File: src/rtl/mips_ctrl_fsm.sv
// Multicycle MIPS control FSM: sequences fetch/decode/execute and drives datapath
// selects and state-qualified strobes from the registered state, countdown and error flag.
module mips_ctrl_fsm #(
  parameter int unsigned MULDIV_CYCLES       = 32,
  parameter bit          STALL_EXEC2_ON_WAIT = 1'b1
) (
  input  logic       clk,
  input  logic       reset,
  input  logic       waitrequest,
  input  logic [5:0] opcode,
  input  logic [5:0] fun,
  input  logic       pc_next_zero,
  output logic [2:0] state,
  output logic       active,
  output logic       error,
  output logic [1:0] ALUOp,
  output logic       ALUSrc,
  output logic       jump,
  output logic       branch,
  output logic       branch_ne,
  output logic       regdst,
  output logic       memtoreg,
  output logic       pctoadd,
  output logic       regtojump,
  output logic       link,
  output logic       memread,
  output logic       memwrite,
  output logic       regwrite,
  output logic       inwrite,
  output logic       pcwrite,
  output logic       hilowrite
);

  localparam int unsigned CNT_W = 6;

  localparam logic [5:0] OP_RTYPE = 6'b000000;
  localparam logic [5:0] OP_LW    = 6'b100011;
  localparam logic [5:0] OP_SW    = 6'b101011;
  localparam logic [5:0] OP_BEQ   = 6'b000100;
  localparam logic [5:0] OP_BNE   = 6'b000101;
  localparam logic [5:0] OP_ADDIU = 6'b001001;
  localparam logic [5:0] OP_J     = 6'b000010;
  localparam logic [5:0] OP_JAL   = 6'b000011;

  localparam logic [5:0] FN_JR    = 6'b001000;
  localparam logic [5:0] FN_JALR  = 6'b001001;
  localparam logic [5:0] FN_MFHI  = 6'b010000;
  localparam logic [5:0] FN_MFLO  = 6'b010010;

  typedef enum logic [2:0] {
    S_HALT   = 3'd0,
    S_FETCH  = 3'd1,
    S_DECODE = 3'd2,
    S_EXEC1  = 3'd3,
    S_EXEC2  = 3'd4,
    S_EXEC3  = 3'd5
  } state_e;

  state_e             state_q, state_d;
  logic [CNT_W-1:0]   cnt_q, cnt_d;
  logic               error_q, error_d;

  logic is_rtype, is_arith, is_mfhilo, is_muldiv, is_jr, is_jalr;
  logic is_lw, is_sw, is_beq, is_bne, is_addiu, is_j, is_jal;
  logic legal, wr_reg, exec2_leave;

  // Instruction decode from opcode/fun
  always_comb begin
    is_rtype  = (opcode == OP_RTYPE);
    is_arith  = is_rtype && (fun inside {6'b100001, 6'b100011, 6'b100100, 6'b100101,
                                         6'b100110, 6'b101010, 6'b101011});
    is_mfhilo = is_rtype && ((fun == FN_MFHI) || (fun == FN_MFLO));
    is_muldiv = is_rtype && (fun[5:2] == 4'b0110);
    is_jr     = is_rtype && (fun == FN_JR);
    is_jalr   = is_rtype && (fun == FN_JALR);
    is_lw     = (opcode == OP_LW);
    is_sw     = (opcode == OP_SW);
    is_beq    = (opcode == OP_BEQ);
    is_bne    = (opcode == OP_BNE);
    is_addiu  = (opcode == OP_ADDIU);
    is_j      = (opcode == OP_J);
    is_jal    = (opcode == OP_JAL);
    legal     = is_arith || is_mfhilo || is_muldiv || is_jr || is_jalr || is_lw || is_sw ||
                is_beq || is_bne || is_addiu || is_j || is_jal;
    wr_reg    = is_arith || is_mfhilo || is_lw || is_addiu || is_jal || is_jalr;
  end

  // Next state, countdown, error and all outputs
  always_comb begin
    state_d     = state_q;
    cnt_d       = cnt_q;
    error_d     = error_q;
    exec2_leave = 1'b0;
    ALUOp       = 2'b00;
    ALUSrc      = 1'b0;
    jump        = 1'b0;
    branch      = 1'b0;
    branch_ne   = 1'b0;
    regdst      = 1'b0;
    memtoreg    = 1'b0;
    pctoadd     = 1'b0;
    regtojump   = 1'b0;
    link        = 1'b0;
    memread     = 1'b0;
    memwrite    = 1'b0;
    regwrite    = 1'b0;
    inwrite     = 1'b0;
    pcwrite     = 1'b0;
    hilowrite   = 1'b0;

    // Datapath selects are only meaningful once a legal instruction is executing
    if ((state_q == S_EXEC1 || state_q == S_EXEC2 || state_q == S_EXEC3) && legal) begin
      if (is_rtype) begin
        regdst = 1'b1;
        ALUOp  = 2'b10;
      end
      if (is_beq || is_bne) begin
        branch = 1'b1;
        ALUOp  = 2'b01;
      end
      branch_ne = is_bne;
      ALUSrc    = is_lw || is_sw || is_addiu;
      memtoreg  = is_lw;
      jump      = is_j || is_jal || is_jr || is_jalr;
      regtojump = is_jr || is_jalr;
      link      = is_jal || is_jalr;
    end

    case (state_q)
      S_FETCH: begin
        memread = 1'b1;
        pctoadd = 1'b1;
        if (!waitrequest) state_d = S_DECODE;
      end
      S_DECODE: begin
        inwrite = 1'b1;
        pctoadd = 1'b1;
        state_d = S_EXEC1;
      end
      S_EXEC1: begin
        if (!legal) begin
          state_d = S_HALT;
          error_d = 1'b1;
        end else if (is_lw) begin
          memread = 1'b1;
          if (!waitrequest) state_d = S_EXEC2;
        end else if (is_muldiv) begin
          cnt_d   = CNT_W'(MULDIV_CYCLES - 1);
          state_d = S_EXEC3;
        end else begin
          state_d = S_EXEC2;
        end
      end
      S_EXEC3: begin
        if (cnt_q == '0) state_d = S_EXEC2;
        else             cnt_d   = cnt_q - CNT_W'(1);
      end
      S_EXEC2: begin
        memwrite    = is_sw;
        exec2_leave = !(is_sw && waitrequest && STALL_EXEC2_ON_WAIT);
        if (exec2_leave) begin
          pcwrite   = 1'b1;
          regwrite  = wr_reg;
          hilowrite = is_muldiv;
          state_d   = pc_next_zero ? S_HALT : S_FETCH;
        end
      end
      S_HALT:  state_d = S_HALT;
      default: state_d = S_HALT;
    endcase

    // Reset suppresses every side-effecting strobe in the cycle it is applied
    if (reset) begin
      memread   = 1'b0;
      memwrite  = 1'b0;
      regwrite  = 1'b0;
      inwrite   = 1'b0;
      pcwrite   = 1'b0;
      hilowrite = 1'b0;
    end
  end

  always_ff @(posedge clk) begin
    if (reset) begin
      state_q <= S_FETCH;
      cnt_q   <= '0;
      error_q <= 1'b0;
    end else begin
      state_q <= state_d;
      cnt_q   <= cnt_d;
      error_q <= error_d;
    end
  end

  assign state  = 3'(state_q);
  assign active = (state_q != S_HALT);
  assign error  = error_q;

endmodule

File: config.mk
export PLATFORM = sky130hd
export DESIGN_NAME = mips_ctrl_fsm
export DESIGN_NICKNAME = d
export VERILOG_FILES = /design/src/rtl/mips_ctrl_fsm.sv
export SDC_FILE = /design/constraint.sdc
export NUM_CORES = 1
export LEC_CHECK = 0
export ABC_AREA = 1
export CORE_AREA = 2 2 51 53
export CTS_BUF_LIST = sky130_fd_sc_hd__clkbuf_8
export CTS_CLUSTER_SIZE = 25
export DETAILED_ROUTE_END_ITERATION = 8
export DIE_AREA = 0 0 53 55
export GPL_TIMING_DRIVEN = 0
export PLACE_DENSITY = 0.78
export REMOVE_ABC_BUFFERS = 1
export SYNTH_ARGS = -nofsm -noshare
export SYNTH_HDL_FRONTEND = slang
export SYNTH_SLANG_ARGS = --single-unit
File: constraint.sdc
create_clock -name clk -period 1.4 [get_ports clk]
set_input_delay 0.14 -clock clk [delete_from_list [all_inputs] [get_ports clk]]
set_output_delay 0.14 -clock clk [all_outputs]
set_load 0.1 [all_outputs]
---- Word-level counts from Yosys, hierarchy flattened ----
Index checks and enable logic that the tools add are counted.
word-level totals
  bits in registers ....................... 10
  latch bits .............................. 0
  memory bits (writable) .................. 0
  memory bits (read-only) ................. 0
  bits of input ports ..................... 16
  word-level logic and storage cells ...... 124
  memories ................................ 0
operators by class
  add/subtract/negate cells ............... 1
  $mul .................................... 0
  divide/modulo/power cells ............... 0
  magnitude comparators ................... 0
  eq/ne operators ......................... 32
  shift-type cells ........................ 0
  multiplexer cells ....................... 45
  bitwise gates (word level) .............. 1
  reduce and logical (&&, ||, !) cells .... 42
operators by type and width
  cell                                                                   number
  6-bit equality test, second input constant                             9
  1-bit 2-to-1 mux                                                       29
  1-bit logical OR                                                       26
  6-bit 2-to-1 mux                                                       4
  6-bit by 4-bit equality test with 1-bit output, second input constant  3
  3-bit 2-to-1 mux                                                       6
  3-bit case mux with 5 select lines                                     1
  6-bit by 2-bit equality test with 1-bit output, second input constant  2
  6-bit by 3-bit equality test with 1-bit output, second input constant  2
  6-bit by 5-bit equality test with 1-bit output, second input constant  2
  6-bit logical NOT                                                      2
  2-bit != test, second input constant                                   6
  6-bit case mux with 2 select lines                                     1
  1-bit logical AND                                                      7
  7-bit nonzero test                                                     1
  3-bit by 2-bit equality test with 1-bit output, second input constant  2
  3-bit equality test, second input constant                             2
  2-bit 2-to-1 mux                                                       3
  6-bit by 1-bit subtractor with 6-bit output, second input constant     1
  5-bit AND reduction                                                    1
  4-bit by 3-bit equality test with 1-bit output, second input constant  1
  4-bit != test, second input constant                                   1
  4-bit AND reduction                                                    1
  3-bit by 1-bit equality test with 1-bit output, second input constant  1
  other kinds (7)                                                        7

---- Depth between registers and ports, before layout ----
Gate-level depths: netlist of the first run.
  depth in word-level cells ............... 17
  gate-level depth with buffers ........... 11
  gate-level depth less buffers ........... 11

---- Worst setup path before layout of the first run ----
Ideal clock, no wire load.
  kind .................................... reg2out
  start ................................... register state_q[0] (netlist: state[0])
  end ..................................... output port branch_ne
  data arrival time ....................... 3.652 ns
  data required time ...................... 1.260 ns
  setup slack ............................. -2.392 ns
  cell stages (with the launch flop) ...... 5
  path buffers ............................ 0
  cell sequence ........................... dfxtp_1 nand3_2 nand2_2 o22ai_4 nor3_1
between the ends
  longest elaborated chain between the ends .. 5
  elaborated cells between the ends (all ways) .. 7
ends and longest elaborated chain
  item                                                                                          line  RTL
  start: declaration                                                                            59    state_e state_q, state_d;
  start signal: assignment                                                                      189   state_q <= state_d;
  3-bit by 2-bit equality test with 1-bit output / 3-bit equality test (equally long branches)  112   if ((state_q == S_EXEC1 || state_q == S_EXEC2 || state_q == S_EXEC3) && legal) begin
  1-bit logical OR                                                                              112
  1-bit logical OR *                                                                            112
  1-bit logical AND *                                                                           112
  1-bit 2-to-1 mux *                                                                            112
  end: declaration                                                                              20    output logic branch_ne,
Every way passes the cells marked *; elsewhere a longest branch is shown, timed or not.

---- Worst setup path in the final report of the first run ----
  start ................................... register state_q[1] (netlist: state[1])
  end ..................................... output port regdst
between the ends
  longest elaborated chain between the ends .. 5
  elaborated cells between the ends (all ways) .. 7
ends and longest elaborated chain
  item                                                                                          line  RTL
  3-bit by 2-bit equality test with 1-bit output / 3-bit equality test (equally long branches)  112
  1-bit logical OR                                                                              112
  1-bit logical OR *                                                                            112
  1-bit logical AND *                                                                           112
  1-bit 2-to-1 mux *                                                                            112
  end: declaration                                                                              21    output logic regdst,
Marks and branches as above.

==> metrics.yaml, run 1 <==
die:
  rows: 18
  die_x_um: 53
  fp.dieH_um: 55
  dieArea_sq_um: 2920
  core_sq_um: 2360
  num_io_pins: 38
  start_util: 0.421
sta:
  worst_pin_slew_ps: 559
  layout_min_cycle_time_ps: 1700
  tns_ps: -3490
  setup_violations: 23
  finalHoldViolations: 0
  period_share: 1.21
  rsz0062_at_grt: "true"
  slew_headroom: 0.629
  fin_skew_ps: 2.56
  fmax_ghz: 0.590
  setup_slack_ps: -295
  slew_violations: 0
setup_path:
  crit_arrival_ps: 1560
  start_kind: "flop"
  reg2reg_depth: 9
  reg2reg_slack_ps: -50
  required_ps: 1260
  cp-startpoint: "state[1]"
  r2r-start: "state[2]"
  crit_type: "flop to primary output"
  worst_setup_path_end_kind: "primary output"
  cp_max_fo: 5
detailed_routing:
  detail_route.wl_per_cell_um: 13.6
  drc_errors: 0
  wl_mm: 3.40
  viasPerCell: 5.22
  vias: 1305
  dr.pass1.iters: 4
  ant_nets: 0
  drt_iter0_drc: 21
hold_path:
  min_path_type: "flop to flop"
  hold_path_depth: 2
  worstHoldStart: "error"
yosys:
  yosys_register_bits: 10
  syn_inst: 168
  synth_cell_types: 28
  ys_seq_area_frac: 0.201
  syn_area_sq_um: 996
  avgSynthCellArea_sq_um: 5.93
  yosys_warnings: 0
cells_and_area:
  fin_area_sq_um: 1750
  final_cell_mix: "nand2_1, inv_1, nor2_1"
  final_common_cell: "nand2_1"
  fin_util: 0.739
  fillers: 163
  antenna_cells: 0
  fin_nets: 239
  instances_no_fill: 250
  syn2layout_area_growth_pct: 75.5
  drive_gt1_frac: 0.455
outcome:
  violations: "negative setup slack"
  status: "finished with violations"
clock_network:
  cts_num_sinks: 10
  cts_buffers: 3
  cts.path.max_buffers: 2
  cts_hold_buf: 0
  cts_tree: "yes"
  htree_levels: 1
  clkTransAtPathRegs_ps: 50
  clockRootBuffer: "clkbuf_8"
  clk_latency_ps: 240
global_route:
  grt_pass1_vias: 1257
  grt_antenna_before_repair: 0
  track_usage: 0.241
  grt_pass1_wl_mm: 5.20
  grt_max_degree: 12
  overflow: 0
placed_design:
  dp_hpwl_mm: 2.14
  gp_congestion: 0.811
  numPortBuffers: 37
  placed_cell_area_sq_um: 1390
  dp_slack_ps: -1560
  place_inst: 233
pwr:
  cellPowerDensity_nw_per_um2: 866
  peakVddDrop_uv: 1090
  power.leakage_nw: 0.775
run:
  max_cap_violations: 0
[power by group]
group	internal (W)	switching (W)	leakage [nW]
registers	0.000325	0.0000467	0.0837
clock network	0.000248	0.000121	0.0288
logic	0.000241	0.000533	0.663
total	0.000814	0.000700	0.775
[synthesized netlist by cell type]
cell type	count	area share
o21ai_2	1	0.0088
xor2_1	2	0.018
a41oi_1	1	0.0088
nand3_2	2	0.020
nand2_1	36	0.14
nor3_1	4	0.020
inv_2	2	0.0075
buf_4	1	0.0075
a21oi_4	1	0.016
o22ai_4	1	0.020
nand3_4	1	0.018
nor2_4	2	0.023
inv_1	25	0.094
o21ai_0	6	0.030
nand4_1	1	0.0063
o21bai_1	1	0.0075
o221ai_1	1	0.0088
dfxtp_1	10	0.20
nand2_2	3	0.019
nor2_1	27	0.10
nand3_1	15	0.075
o21ai_1	2	0.010
nor2_2	4	0.025
or2_1	1	0.0063
xnor2_1	2	0.018
ha_1	2	0.025
a21oi_1	13	0.065
clkbuf_1	1	0.0038
[through the flow]
stage | power, W | hold slack (ps)
finish | 0.00151 | 461
global route | 0.00159 | 518
CTS | 0.00148 | 462
detailed placement | 0.00107 | 462
global placement | 0.00105 | 454
floorplan | 0.000883 | 209
[routing by layer]
layer / part of all wire / routed length [um] / global-route usage
met5: 0 / 0 / 0
met4: 0.027 / 91 / 0.145
met3: 0.041 / 140 / 0.0242
met2: 0.53 / 1820 / 0.454
met1: 0.40 / 1350 / 0.262
[worst max-delay path, stage by stage, from the launching register on]
cell and delay [ps]:
dfxtp_4 360, inv_4 80, nand2_4 50, nor2_4 190, o22ai_2 170, nor2_1 190
buf_6 250
[flip-flops by register name (all words and copies together) (netlist names)]
register  flops
cnt_q         6
error         1
state         3
[what timing repair did]
item                       CTS  global route
setup endpoints to repair   32            27
gates cloned                 1             0
setup buffers                7             5
pin swaps                   15            11
gates resized for setup    210            31
[cells by family (layout without fill, tap and decap cells)]
family          after synthesis  after routing  synth area share
fa+ha+maj                     2              2            0.0251
simple gates                 96             96             0.450
compound gates               27             28             0.176
flops                        10             10             0.201
buf+inv                      29             80             0.113
xor+xnor                      4              4            0.0352
[cell type report]
type,instances,area [sq um],share of cell area
Sequential cell,10,211,0.121
Clock buffer,4,55.1,0.0315
Tap cell,30,37.5,0.0215
Multi-Input combinational cell,130,837,0.479
Inverter,27,104,0.0594
Timing Repair Buffer,49,503,0.288
[path summary, 6_finish.rpt]
kind,to
hold reg to reg,error
hold / removal,error
setup reg to reg,cnt_q[1]
setup / recovery,regdst
No activity file was read; power rests on OpenSTA's default activity.
==> run 2: changes to the inputs <==
--- a/config.mk
+++ b/config.mk
@@ -11,9 +11,10 @@
 export CTS_CLUSTER_SIZE = 25
 export DETAILED_ROUTE_END_ITERATION = 8
 export DIE_AREA = 0 0 53 55
-export GPL_TIMING_DRIVEN = 0
+export HOLD_SLACK_MARGIN = 0.12
 export PLACE_DENSITY = 0.78
 export REMOVE_ABC_BUFFERS = 1
+export SKIP_CTS_REPAIR_TIMING = 1
 export SYNTH_ARGS = -nofsm -noshare
 export SYNTH_HDL_FRONTEND = slang
 export SYNTH_SLANG_ARGS = --single-unit
==> run 2 against run 1 <==
  * The run now fails in global routing
  * Synthesized area unchanged
  * Synthesized cell count did not move
==> metrics.yaml, run 2 <==
outcome:
  status: "did not finish"
  haltStage: "global routing"
  error: "[ERROR DPL-0033] detailed placement checks failed during check placement."
yosys:
  ys_async_sr_fraction: 0  # unchanged
  synth_fa_ha_area_frac: 0.0251  # unchanged
  yosys-top-cells-count: "nand2_1, nor2_1, inv_1"
  yosys_register_bits: 10  # unchanged
  yosys.area.top_type: "dfxtp_1"
  syn_inst: 168  # unchanged
  synth_compound_area_frac: 0.176  # unchanged
  synth_cell_types: 28  # unchanged
  syn_area_sq_um: 996  # unchanged
  synth-xor-area-share: 0.0352  # unchanged
  yosys_warnings: 0  # unchanged
  synth_edf_count: 0  # unchanged
  synth.most_common_cell: "nand2_1"
  synth_top_area_frac: 0.201  # unchanged
  ys_seq_area_frac: 0.201  # unchanged
  synthTopCellsByArea: "dfxtp_1, nand2_1, nor2_1, inv_1, nand3_1"
  synthMuxAreaShare: 0  # unchanged
  avgSynthCellArea_sq_um: 5.93  # unchanged
  synth_top_family_by_area: "simple AND/OR/NAND/NOR gates"
  synth_ff_type: "dfxtp_1"
  yosys.area_share.simple: 0.450  # unchanged
die:
  num_io_pins: 38  # unchanged
  fp.dieH_um: 55  # unchanged
  rows: 18  # unchanged
  start_util: 0.421  # unchanged
  die_x_um: 53  # unchanged
sta:
  worstEndpointType: "output port"
  grt-worst-endpoint: "branch_ne"
global_route:
  grt_antenna_before_repair: 0
  grt_max_degree: 11
clock_network:
  htree_levels: 1  # unchanged
  clockRootBuffer: "clkbuf_8"
  cts_buffers: 3  # unchanged
  cts_num_sinks: 10  # unchanged
  cts.path.max_buffers: 2  # unchanged
placed_design:
  numPortBuffers: 37  # unchanged
  dp_hpwl_mm: 3.29  # +53%
  gp_congestion: 0.875  # +7.8%
[run 2: cell counts after synthesis]
Identical to the previous run, type by type.
[run 2: cells by family after synthesis]
logic type,Yosys count
AND/OR/NAND/NOR,96
flip-flops,10
AO/OA/AOI/OAI,27
XOR/XNOR,4
adder cells (fa/ha/maj),2
buffers and inverters,29
[run 2: stage by stage]
step / setup TNS [ps] / cells / setup slack (ps) / cell area [sq um]
CTS: -11330 / 276 / -743 / 1950
detailed placement: -13430 / 273 / -733 / 1910
floorplan: -37350 / 166 / -2830 / 985
global placement: -10890 / 273 / -600 / 1910
==> run 3: changes to the inputs <==
==> config.mk (replaced) <==
export PLATFORM = sky130hd
export DESIGN_NAME = mips_ctrl_fsm
export DESIGN_NICKNAME = d
export VERILOG_FILES = /design/src/rtl/mips_ctrl_fsm.sv
export SDC_FILE = /design/constraint.sdc
export NUM_CORES = 1
export LEC_CHECK = 0
export ABC_AREA = 1
export CORE_AREA = 2 2 63 65
export DETAILED_ROUTE_END_ITERATION = 8
export DIE_AREA = 0 0 65 67
export PLACE_DENSITY_LB_ADDON = 0.15
export REMOVE_ABC_BUFFERS = 1
export SKIP_CTS_REPAIR_TIMING = 1
export SYNTH_ARGS = -nofsm -noshare
export SYNTH_HDL_FRONTEND = slang
export SYNTH_SLANG_ARGS = --single-unit
==> run 3 against run 2 <==
  * The flow now finishes, with violations (negative setup slack)
==> metrics.yaml, run 3 (same netlist as run 1, synthesis figures left out) <==
pwr:
  cellPowerDensity_nw_per_um2: 768
  power.leakage_nw: 1.06
  peakVddDrop_uv: 780
die:
  dieArea_sq_um: 4360
  fp.dieH_um: 67  # +22%
  start_util: 0.276  # -0.145
  core_sq_um: 3610
  num_io_pins: 38  # unchanged
  rows: 22  # +4
  die_x_um: 65  # +23%
detailed_routing:
  ant_nets: 0
  dr.pass1.iters: 4
  drc_errors: 0
  viasPerCell: 4.77
  vias: 1465
  drt_iter0_drc: 38
  wl_mm: 3.89
  detail_route.wl_per_cell_um: 12.7
cells_and_area:
  final_cell_mix: "buf_4, nand2_1, buf_12"
  regArea_sq_um: 206
  final_common_cell: "buf_4"
  syn2layout_area_growth_pct: 129
  fillers: 283
  fin_nets: 278
  multiInputGateArea_sq_um: 886
  drive_gt1_frac: 0.529
  largest_reg_flops: 6
  instances_no_fill: 307
  antenna_cells: 0
  largest_register: "cnt_q"
sta:
  setup_violations: 19
  rsz0062_at_grt: "true"
  period_share: 1.21
  setup_slack_ps: -289
  worst_pin_slew_ps: 267
  fin_skew_ps: 5.85
  finalHoldViolations: 0
  slew_violations: 0
  layout_min_cycle_time_ps: 1690
  fmax_ghz: 0.592
  slew_headroom: 0.822
clock_network:
  clk_latency_ps: 250
  clkTransAtPathRegs_ps: 50
  cts.path.max_buffers: 2  # unchanged
  htree_levels: 1  # unchanged
  clockRootBuffer: "clkbuf_8"
  cts_num_sinks: 10  # unchanged
  cts_buffers: 3  # unchanged
  cts_tree: "yes"
placed_design:
  numPortBuffers: 37  # unchanged
  gp_congestion: 0.793  # -9.3%
  dp_hpwl_mm: 2.75  # -16%
  dp_slack_ps: -674  # +59.7 ps
  place_inst: 292  # +7.0%
setup_path:
  slowest_delay_ps: 250
  cp-startpoint: "opcode[5]"
  r2r-start: "state[1]"
  worstPathCellList: "clkbuf_2 > nor2_4 > nand3_4 > buf_4 > nor2_4 > nand2_1 > o21ai_0 > inv_1 > a41oi_2 > buf_12"
  start_kind: "input pin"
  crit_path_end: "regwrite"
  required_ps: 1260
  reg2reg_slack_ps: -70
  reg2reg_depth: 10
  cp_max_fo: 5
  r2r-end: "state[1]"
  crit_type: "input pin to primary output"
  crit_path_top_delay_cell: "a41oi_2"
  crit_top_cell: "nor2_4"
  crit_arrival_ps: 1550
  worst_setup_path_end_kind: "primary output"
global_route:
  track_usage: 0.160
  grt_pass1_vias: 1255
  grt_pass1_wl_mm: 5.40
  grt_antenna_before_repair: 0
  grt_max_degree: 11
  overflow: 0
run:
  max_cap_violations: 0
outcome:
  status: "finished with violations"
  violations: "negative setup slack"
hold_path:
  min_path_type: "flop to flop"
## run 3: through the flow
step           area [sq um]  TNS [ps]  power, W   util  hold WS (ps)
5_1_grt                2280     -5310   0.00185  0.632           506
2_1_floorplan           985    -37350  0.000883      -           209
3_3_place_gp           1940    -11470   0.00124  0.539           449
6_report               2280     -3310   0.00175  0.632           469
4_1_cts                2000    -10030   0.00163  0.554           466
3_5_place_dp           1940    -12060   0.00125  0.539           459
## run 3: metal layers
layer	up-vias	share of wire	global-route usage
li1	724	-	-
met1	683	0.39	0.188
met2	45	0.54	0.290
met3	13	0.047	0.0186
met4	0	0.022	0.0718
met5	-	0	0
## run 3: worst min-delay path by stage
| stage | cells past startpoint | from | to |
|---|---|---|---|
| 2_1_floorplan | 1 | reset | cnt_q[0] |
| 3_3_place_gp | 2 | cnt_q[0] | cnt_q[0] |
| 3_5_place_dp | 2 | cnt_q[0] | cnt_q[0] |
| 4_1_cts | 2 | cnt_q[0] | cnt_q[0] |
| 5_1_grt | 2 | cnt_q[0] | cnt_q[0] |
| 6_report | 2 | cnt_q[0] | cnt_q[0] |
## run 3: power breakdown
part	switching, W	internal [W]	leakage [nW]
Clock	0.000123	0.000248	0.0288
Combinational	0.000595	0.000414	0.944
Sequential	0.0000433	0.000325	0.0831
## run 3: cell type report
cell class | instances | area share
repair buffers | 88 | 0.424
multi-input cells | 130 | 0.389
flip-flops and latches | 10 | 0.0907
well taps | 48 | 0.0264
inverters | 27 | 0.0456
clock buffers | 4 | 0.0242
## run 3: worst max-delay path: cells and delay by family
family	cells	cell delay [ps]
compound gates	2	320
buf+inv	4	590
simple gates	4	490
==> run 4: changes to the inputs <==
--- a/config.mk
+++ b/config.mk
@@ -7,6 +7,7 @@
 export LEC_CHECK = 0
 export ABC_AREA = 1
 export CORE_AREA = 2 2 63 65
+export CTS_CLUSTER_DIAMETER = 60
 export DETAILED_ROUTE_END_ITERATION = 8
 export DIE_AREA = 0 0 65 67
 export PLACE_DENSITY_LB_ADDON = 0.15
==> results of run 4 <==
Same layout as run 3: the final DEF is identical, and so are final timing and power.
